### src/rtl/fifo_arb_pkg.sv
// Shared types and width helper for the FIFO write-port arbiter.
package fifo_arb_pkg;

  typedef enum logic {
    ARB_IDLE  = 1'b0,
    ARB_BURST = 1'b1
  } arb_state_e;

  // Index width for n items, never narrower than one bit.
  function automatic int gnt_width(input int n);
    return (n > 1) ? $clog2(n) : 1;
  endfunction

endpackage

### src/rtl/fifo_wr_arbiter_rr_picker.sv
// Combinational round-robin pick: the first requester after last_gnt wins, wrapping.
module rr_picker
  import fifo_arb_pkg::*;
#(
  parameter int NUM_REQ = 4,
  parameter int GNT_W   = gnt_width(NUM_REQ)
) (
  input  logic [NUM_REQ-1:0] req,
  input  logic [GNT_W-1:0]   last_gnt,
  output logic [GNT_W-1:0]   winner,
  output logic               any_req
);

  int               idx;
  logic [GNT_W-1:0] sel;

  always_comb begin
    winner  = '0;
    any_req = 1'b0;
    idx     = 0;
    sel     = '0;
    // Offset 1 first so the previous owner gets lowest priority.
    for (int k = 1; k <= NUM_REQ; k++) begin
      idx = (int'(last_gnt) + k) % NUM_REQ;
      sel = GNT_W'(idx);
      if (!any_req && req[sel]) begin
        any_req = 1'b1;
        winner  = sel;
      end
    end
  end

endmodule

### src/rtl/fifo_wr_arbiter.sv
// Round-robin arbiter sharing one FIFO write port between NUM_REQ producers,
// with bounded bursts and sticky checks on the FIFO write responses.
module fifo_wr_arbiter
  import fifo_arb_pkg::*;
#(
  parameter int FIFO_WIDTH = 16,
  parameter int NUM_REQ    = 4,
  parameter int MAX_BURST  = 4
) (
  input  logic                            clk,
  input  logic                            rst_n,
  input  logic [NUM_REQ-1:0]              req_valid,
  input  logic [NUM_REQ*FIFO_WIDTH-1:0]   req_data,
  output logic [NUM_REQ-1:0]              req_ready,
  output logic                            wr_en,
  output logic [FIFO_WIDTH-1:0]           data_in,
  input  logic                            full,
  input  logic                            wr_ack,
  input  logic                            overflow,
  output logic [gnt_width(NUM_REQ)-1:0]   gnt_id,
  output logic                            busy,
  output logic                            err_overflow,
  output logic                            err_ack_miss
);

  localparam int GNT_W  = gnt_width(NUM_REQ);
  localparam int BEAT_W = gnt_width(MAX_BURST);

  arb_state_e       state;
  logic [GNT_W-1:0] last_gnt;
  logic [BEAT_W-1:0] beat_cnt;
  logic             ack_pend;
  logic [GNT_W-1:0] pick_winner;
  logic             pick_any;

  rr_picker #(
    .NUM_REQ (NUM_REQ),
    .GNT_W   (GNT_W)
  ) u_picker (
    .req      (req_valid),
    .last_gnt (last_gnt),
    .winner   (pick_winner),
    .any_req  (pick_any)
  );

  // Write side is combinational so a full assertion stalls in the same cycle.
  always_comb begin
    wr_en     = 1'b0;
    req_ready = '0;
    data_in   = '0;
    if (state == ARB_BURST) begin
      req_ready[gnt_id] = ~full;
      wr_en             = req_valid[gnt_id] & ~full;
      data_in           = req_data[int'(gnt_id)*FIFO_WIDTH +: FIFO_WIDTH];
    end
  end

  assign busy = (state == ARB_BURST);

  always_ff @(posedge clk or negedge rst_n) begin
    if (!rst_n) begin
      state        <= ARB_IDLE;
      last_gnt     <= GNT_W'(NUM_REQ - 1);
      gnt_id       <= '0;
      beat_cnt     <= '0;
      ack_pend     <= 1'b0;
      err_ack_miss <= 1'b0;
      err_overflow <= 1'b0;
    end else begin
      ack_pend <= wr_en;
      if (ack_pend && !wr_ack) err_ack_miss <= 1'b1;
      if (overflow)            err_overflow <= 1'b1;

      case (state)
        ARB_IDLE: begin
          if (pick_any) begin
            gnt_id   <= pick_winner;
            last_gnt <= pick_winner;
            beat_cnt <= '0;
            state    <= ARB_BURST;
          end
        end
        ARB_BURST: begin
          if (wr_en) begin
            beat_cnt <= beat_cnt + 1'b1;
            if (beat_cnt == BEAT_W'(MAX_BURST - 1)) state <= ARB_IDLE;
          end else if (!req_valid[gnt_id]) begin
            state <= ARB_IDLE;
          end
        end
        default: state <= ARB_IDLE;
      endcase
    end
  end

endmodule

### config.mk
export PLATFORM = sky130hd
export DESIGN_NAME = fifo_wr_arbiter
export DESIGN_NICKNAME = d
export VERILOG_FILES = /design/src/rtl/fifo_arb_pkg.sv /design/src/rtl/fifo_wr_arbiter_rr_picker.sv /design/src/rtl/fifo_wr_arbiter.sv
export SDC_FILE = /design/constraint.sdc
export NUM_CORES = 1
export LEC_CHECK = 0
export CORE_UTILIZATION = 28
export DETAILED_ROUTE_END_ITERATION = 12
export PLACE_DENSITY = 0.78
export SLEW_MARGIN = 10
export SYNTH_ARGS = -nofsm -noshare
export SYNTH_HDL_FRONTEND = slang
export SYNTH_SLANG_ARGS = --single-unit
export TNS_END_PERCENT = 1
### constraint.sdc
create_clock -name clk -period 2.15 [get_ports clk]
set_clock_uncertainty 0.2 [all_clocks]
set_input_delay 0.5375 -clock clk [delete_from_list [all_inputs] [get_ports clk]]
set_output_delay 0.5375 -clock clk [all_outputs]
set_load 0.02 [all_outputs]
Word-level counts from Yosys, hierarchy flattened
Cells that the tools add are included.

word-level totals
  register bits = 10
  latch bits = 0
  RAM bits = 0
  ROM bits = 0
  input port bits = 73
  output and inout bits = 26
  memories kept = 0

cells by class
  add/sub/neg operators = 5
  multiply operators = 0
  divide/modulo/power cells = 0
  $lt $le $gt $ge = 6
  eq/ne operators = 3
  shift operators = 1
  muxes and demuxes = 31
  bitwise logic cells = 4
  reduce and logical (&&, ||, !) cells = 11

operators by type and width
  kind                                                         count
  variable part select 64 x 7 -> 16 bit                        1
  2-to-1 mux 16 bit                                            1
  less-than comparator 2 x 3 -> 1 bit (second input constant)  5
  2-to-1 mux 1 bit                                             15
  2-to-1 mux 2 bit                                             6
  binary-select mux 1 bit (select 2 bit)                       5
  adder 2 x 1 -> 2 bit (second input constant)                 3
  logical AND 1 bit                                            5
  adder 2 bit (second input constant)                          2
  AND 4 bit                                                    1
  logical NOT 1 bit                                            4
  2-to-1 mux 4 bit                                             1
  != test 2 bit (second input constant)                        2
  one-hot mux 2 bit (2 select lines)                           1
  AND reduction 2 bit                                          2
  demux 1 bit (select 2 bit)                                   1
  equality test 2 bit (second input constant)                  1
  >= comparator 2 x 1 -> 1 bit (second input constant)         1
  inverter 1 bit                                               2
  one-hot mux 1 bit (2 select lines)                           1
  AND 1 bit                                                    1

Depth between registers and ports, before layout
  depth after elaboration = 15
  depth in mapped cells = 6
  gate-level depth less buffers = 4

Modules after synthesis
A second synthesis with hierarchy kept.

second synthesis, totals
  cells, all modules = 96
  area total of the unflattened synthesis = 1,054.8 µm²

by module, submodules not included
  module           instances  cells an instance  area an instance (µm²)  seq. area each (µm²)
  fifo_wr_arbiter  1          82                 963.4                   252.7
  rr_picker        1          14                 91.3                    0.0

Worst setup path after synthesis
Ideal clock, no wire load.

  kind = register to output
  start = register gnt_id[0]
  end = output port data_in[10]
  arrival = 1.622 ns
  data required time = 1.412 ns
  slack = -0.209 ns
  cell stages (with the launch flop) = 5
  cell sequence = dfrtp_1 > buf_2 > buf_4 > mux4_2 > and2_1

between the ends
  cells in the longest elaborated chain, start to end = 2

RTL lines
  element                                RTL line               text
  start, declared                        fifo_wr_arbiter.sv:20  output logic [gnt_width(NUM_REQ)-1:0] gnt_id,
  start signal, assigned                 fifo_wr_arbiter.sv:77  gnt_id <= pick_winner;
  variable part select 64 x 7 -> 16 bit  fifo_wr_arbiter.sv:54  data_in = req_data[int'(gnt_id)*FIFO_WIDTH +: FIFO_WIDTH];
  2-to-1 mux 16 bit                      fifo_wr_arbiter.sv:51  if (state == ARB_BURST) begin
  end, declared                          fifo_wr_arbiter.sv:16  output logic [FIFO_WIDTH-1:0] data_in,

Every way passes these cells.

Worst setup path in the final report
  start = register gnt_id[0]
  end = output port data_in[2]

The elaborated chain is that of the path after synthesis.

==> results.py <==
metrics = {
    "routing": {
        "drc": 0,
        "vias": 1263,
        "vias_per_cell": 4.91,
        "drt_iter0_drc": 64,
        "first_pass_iters": 5,
        "routed_wl_um": 4190,
        "avgRoutedWirePerCell_um": 16.3,
        "ant_nets": 0,
    },
    "die": {
        "pin_count": 99,
        "core_area_um2": 3660,
        "rows": 22,
        "die_w_um": 63.8,
        "dieArea_um2": 4080,
        "die_height_um": 63.8,
        "start_util_pct": 29.3,
    },
    "setup_path": {
        "criticalPathCategory": "reg2out",
        "path_cells": "buf_12 -> mux4_2 -> and2_4 -> buf_6",
        "cp.arrival_ps": 1570,
        "r2r_cells": 4,
        "slowest_delay_ps": 510,
        "end_kind": "primary output",
        "cp_slowest_cell": "mux4_2",
        "start_kind": "register",
        "crit_fanout": 8,
        "critical_path_required_ps": 1410,
    },
    "synthesis": {
        "synth_edf_count": 0,
        "synth.cell_area_um2": 1070,
        "syn_avg_cell_area_um2": 11.0,
        "synth_top_area_share_pct": 33.6,
        "ys_types": 32,
        "ys.flop_type": "dfrtp_1",
        "yosysTopAreaCell": "mux4_2",
        "yosysSeqAreaShare_pct": 23.6,
        "async_reset_ff_share_pct": 100,
        "postSynthCellCount": 97,
        "netlist_top_cells_area": "mux4_2 34%, dfrtp_1 19%, and2_1 9.3%",
        "syn_nets": 171,
        "ys_warn_count": 0,
        "synth_seq_cells": 10,
    },
    "grt": {
        "grt_pass1_vias": 1318,
        "grtUsageTotal_pct": 21.1,
        "grt_max_degree": 16,
        "grt.overflow.total": 0,
        "grt_antenna_before_repair": 0,
        "grt_pass1_wl_um": 6710,
    },
    "timing": {
        "min_period_over_period_pct": 107,
        "final_hold_viol_count": 0,
        "fin_ws_ps": -154,
        "fmax_ghz": 0.434,
        "rsz0062_at_grt": "yes",
        "min_period_ps": 2300,
        "fin_tns_setup_ps": -2100,
        "max-slew-margin-rel_pct": 69.1,
        "worst_pin_slew_ps": 462,
        "setup_viol": 16,
        "drv_slew": 0,
        "whs_ps": 245,
    },
    "cts": {
        "cts_root_buf": "clkbuf_8",
        "cts.sink_count": 10,
        "clkLatencyLatePin_ps": 230,
        "cts_hold_buf": 0,
        "ctsLongestPathBuffers": 2,
        "cts_buffers": 3,
        "htree_levels": 1,
        "cts_tree": "built",
        "path_clk_slew_ps": 50,
    },
    "outcome": {
        "violations": "setup timing",
        "status": "finished with violations",
    },
    "power_and_ir_drop": {
        "power.total_mw": 2.80,
        "powerDensity_nw_per_um2": 1230,
        "vdd_drop_max_mv": 0.578,
        "p_leak_nw": 1.09,
    },
    "placed_design": {
        "post_dp_cell_area_um2": 2230,
        "gp_congestion": 0.868,
        "dp.cells": 251,
        "port_buffers": 98,
        "hpwl_um": 3260,
    },
    "finish": {
        "drive_gt1_share_pct": 43.5,
        "final_area_um2": 2280,
        "layout.nets": 284,
        "area_delta_synth_final_pct": 113,
        "final_common_cell": "dlygate4sd2_1",
        "final_cell_mix": "70 x dlygate4sd2_1, 17 x buf_6, 17 x buf_4",
        "stdcell_count": 257,
        "num_antenna_cells": 0,
    },
    "min_path": {
        "worstHoldPathCells": 1,
        "hold_path.class": "reg2reg",
    },
    "flow_run": {
        "maxCapViolations": 0,
    },
}
state kept, by name (all words and copies together), names as in the netlist:
name,flops
ack_pend,1
beat_cnt,2
busy,1
err_ack_miss,1
err_overflow,1
gnt_id,2
last_gnt,2
worst max-delay path, delay by kind of cell (launching register included):
family,cells,cell delay (ps)
flip-flops,1,400
multiplexers,1,510
buffers and inverters,2,260
AND/OR/NAND/NOR,1,160
power by group:
group          switching (mW)  internal, mW  leakage [nW]  total (mW)
logic                   0.947          1.29         0.953        2.24
clock network          0.0666         0.129        0.0228       0.196
registers              0.0862         0.278         0.112       0.364
total                    1.10          1.70          1.09        2.80
Yosys cell counts, drive strengths merged, types with 2 or more instances:
cell type	count
nand2b	4
nor2	3
a21oi	2
nor3b	2
clkbuf	4
buf	4
mux4	16
o21ai	5
a21o	3
mux2i	4
dfrtp	8
o21a	2
inv	4
and2	16
or2	2
dfstp	2
nand2	4
final cells by class:
class,count,area (µm²)
inverters,4,15.0
multi-input cells,75,852
fillers,325,1380
well taps,48,60.1
repair buffers,116,1060
flip-flops and latches,10,254
clock buffers,4,45.0
per-layer routing:
metal,track usage (%),up-vias,share of wire (%)
met5,0,-,0
met4,2.56,0,0.55
met3,5.00,2,8.6
met2,40.0,63,53
met1,24.2,612,38
li1,-,586,-
timing repair:
action,in CTS,in global routing
endpoints found under the setup margin,26,17
gates resized for setup,220,2
buffers inserted,2,0
pin swaps,19,2
worst paths after layout:
kind / end / start / slack (ps)
min in group asynchronous: err_ack_miss / rst_n / 430
min: err_ack_miss / ack_pend / 240
max in group asynchronous: gnt_id[0] / rst_n / 970
max: data_in[2] / gnt_id[0] / -150
min reg2reg: err_ack_miss / ack_pend / 240
max reg2reg: gnt_id[0] / busy / 300
cells by family after synthesis:
kind of cell	synth area share, %
AOI/OAI and AO/OA	9.23
xor gates and xnor gates	0.818
DFF	23.6
buffers and inverters	4.91
muxes	38.4
and+or+nand+nor	21.8
adders and majority gates	1.17
stage by stage:
step,utilization [%],setup WS [ps]
6_report,62.4,-154
5_1_grt,62.4,-215
4_1_cts,62.1,-155
3_3_place_gp,60.8,-757
2_1_floorplan,-,-101
3_5_place_dp,60.8,-781
Note: power is estimated with default switching activity, not from simulation.
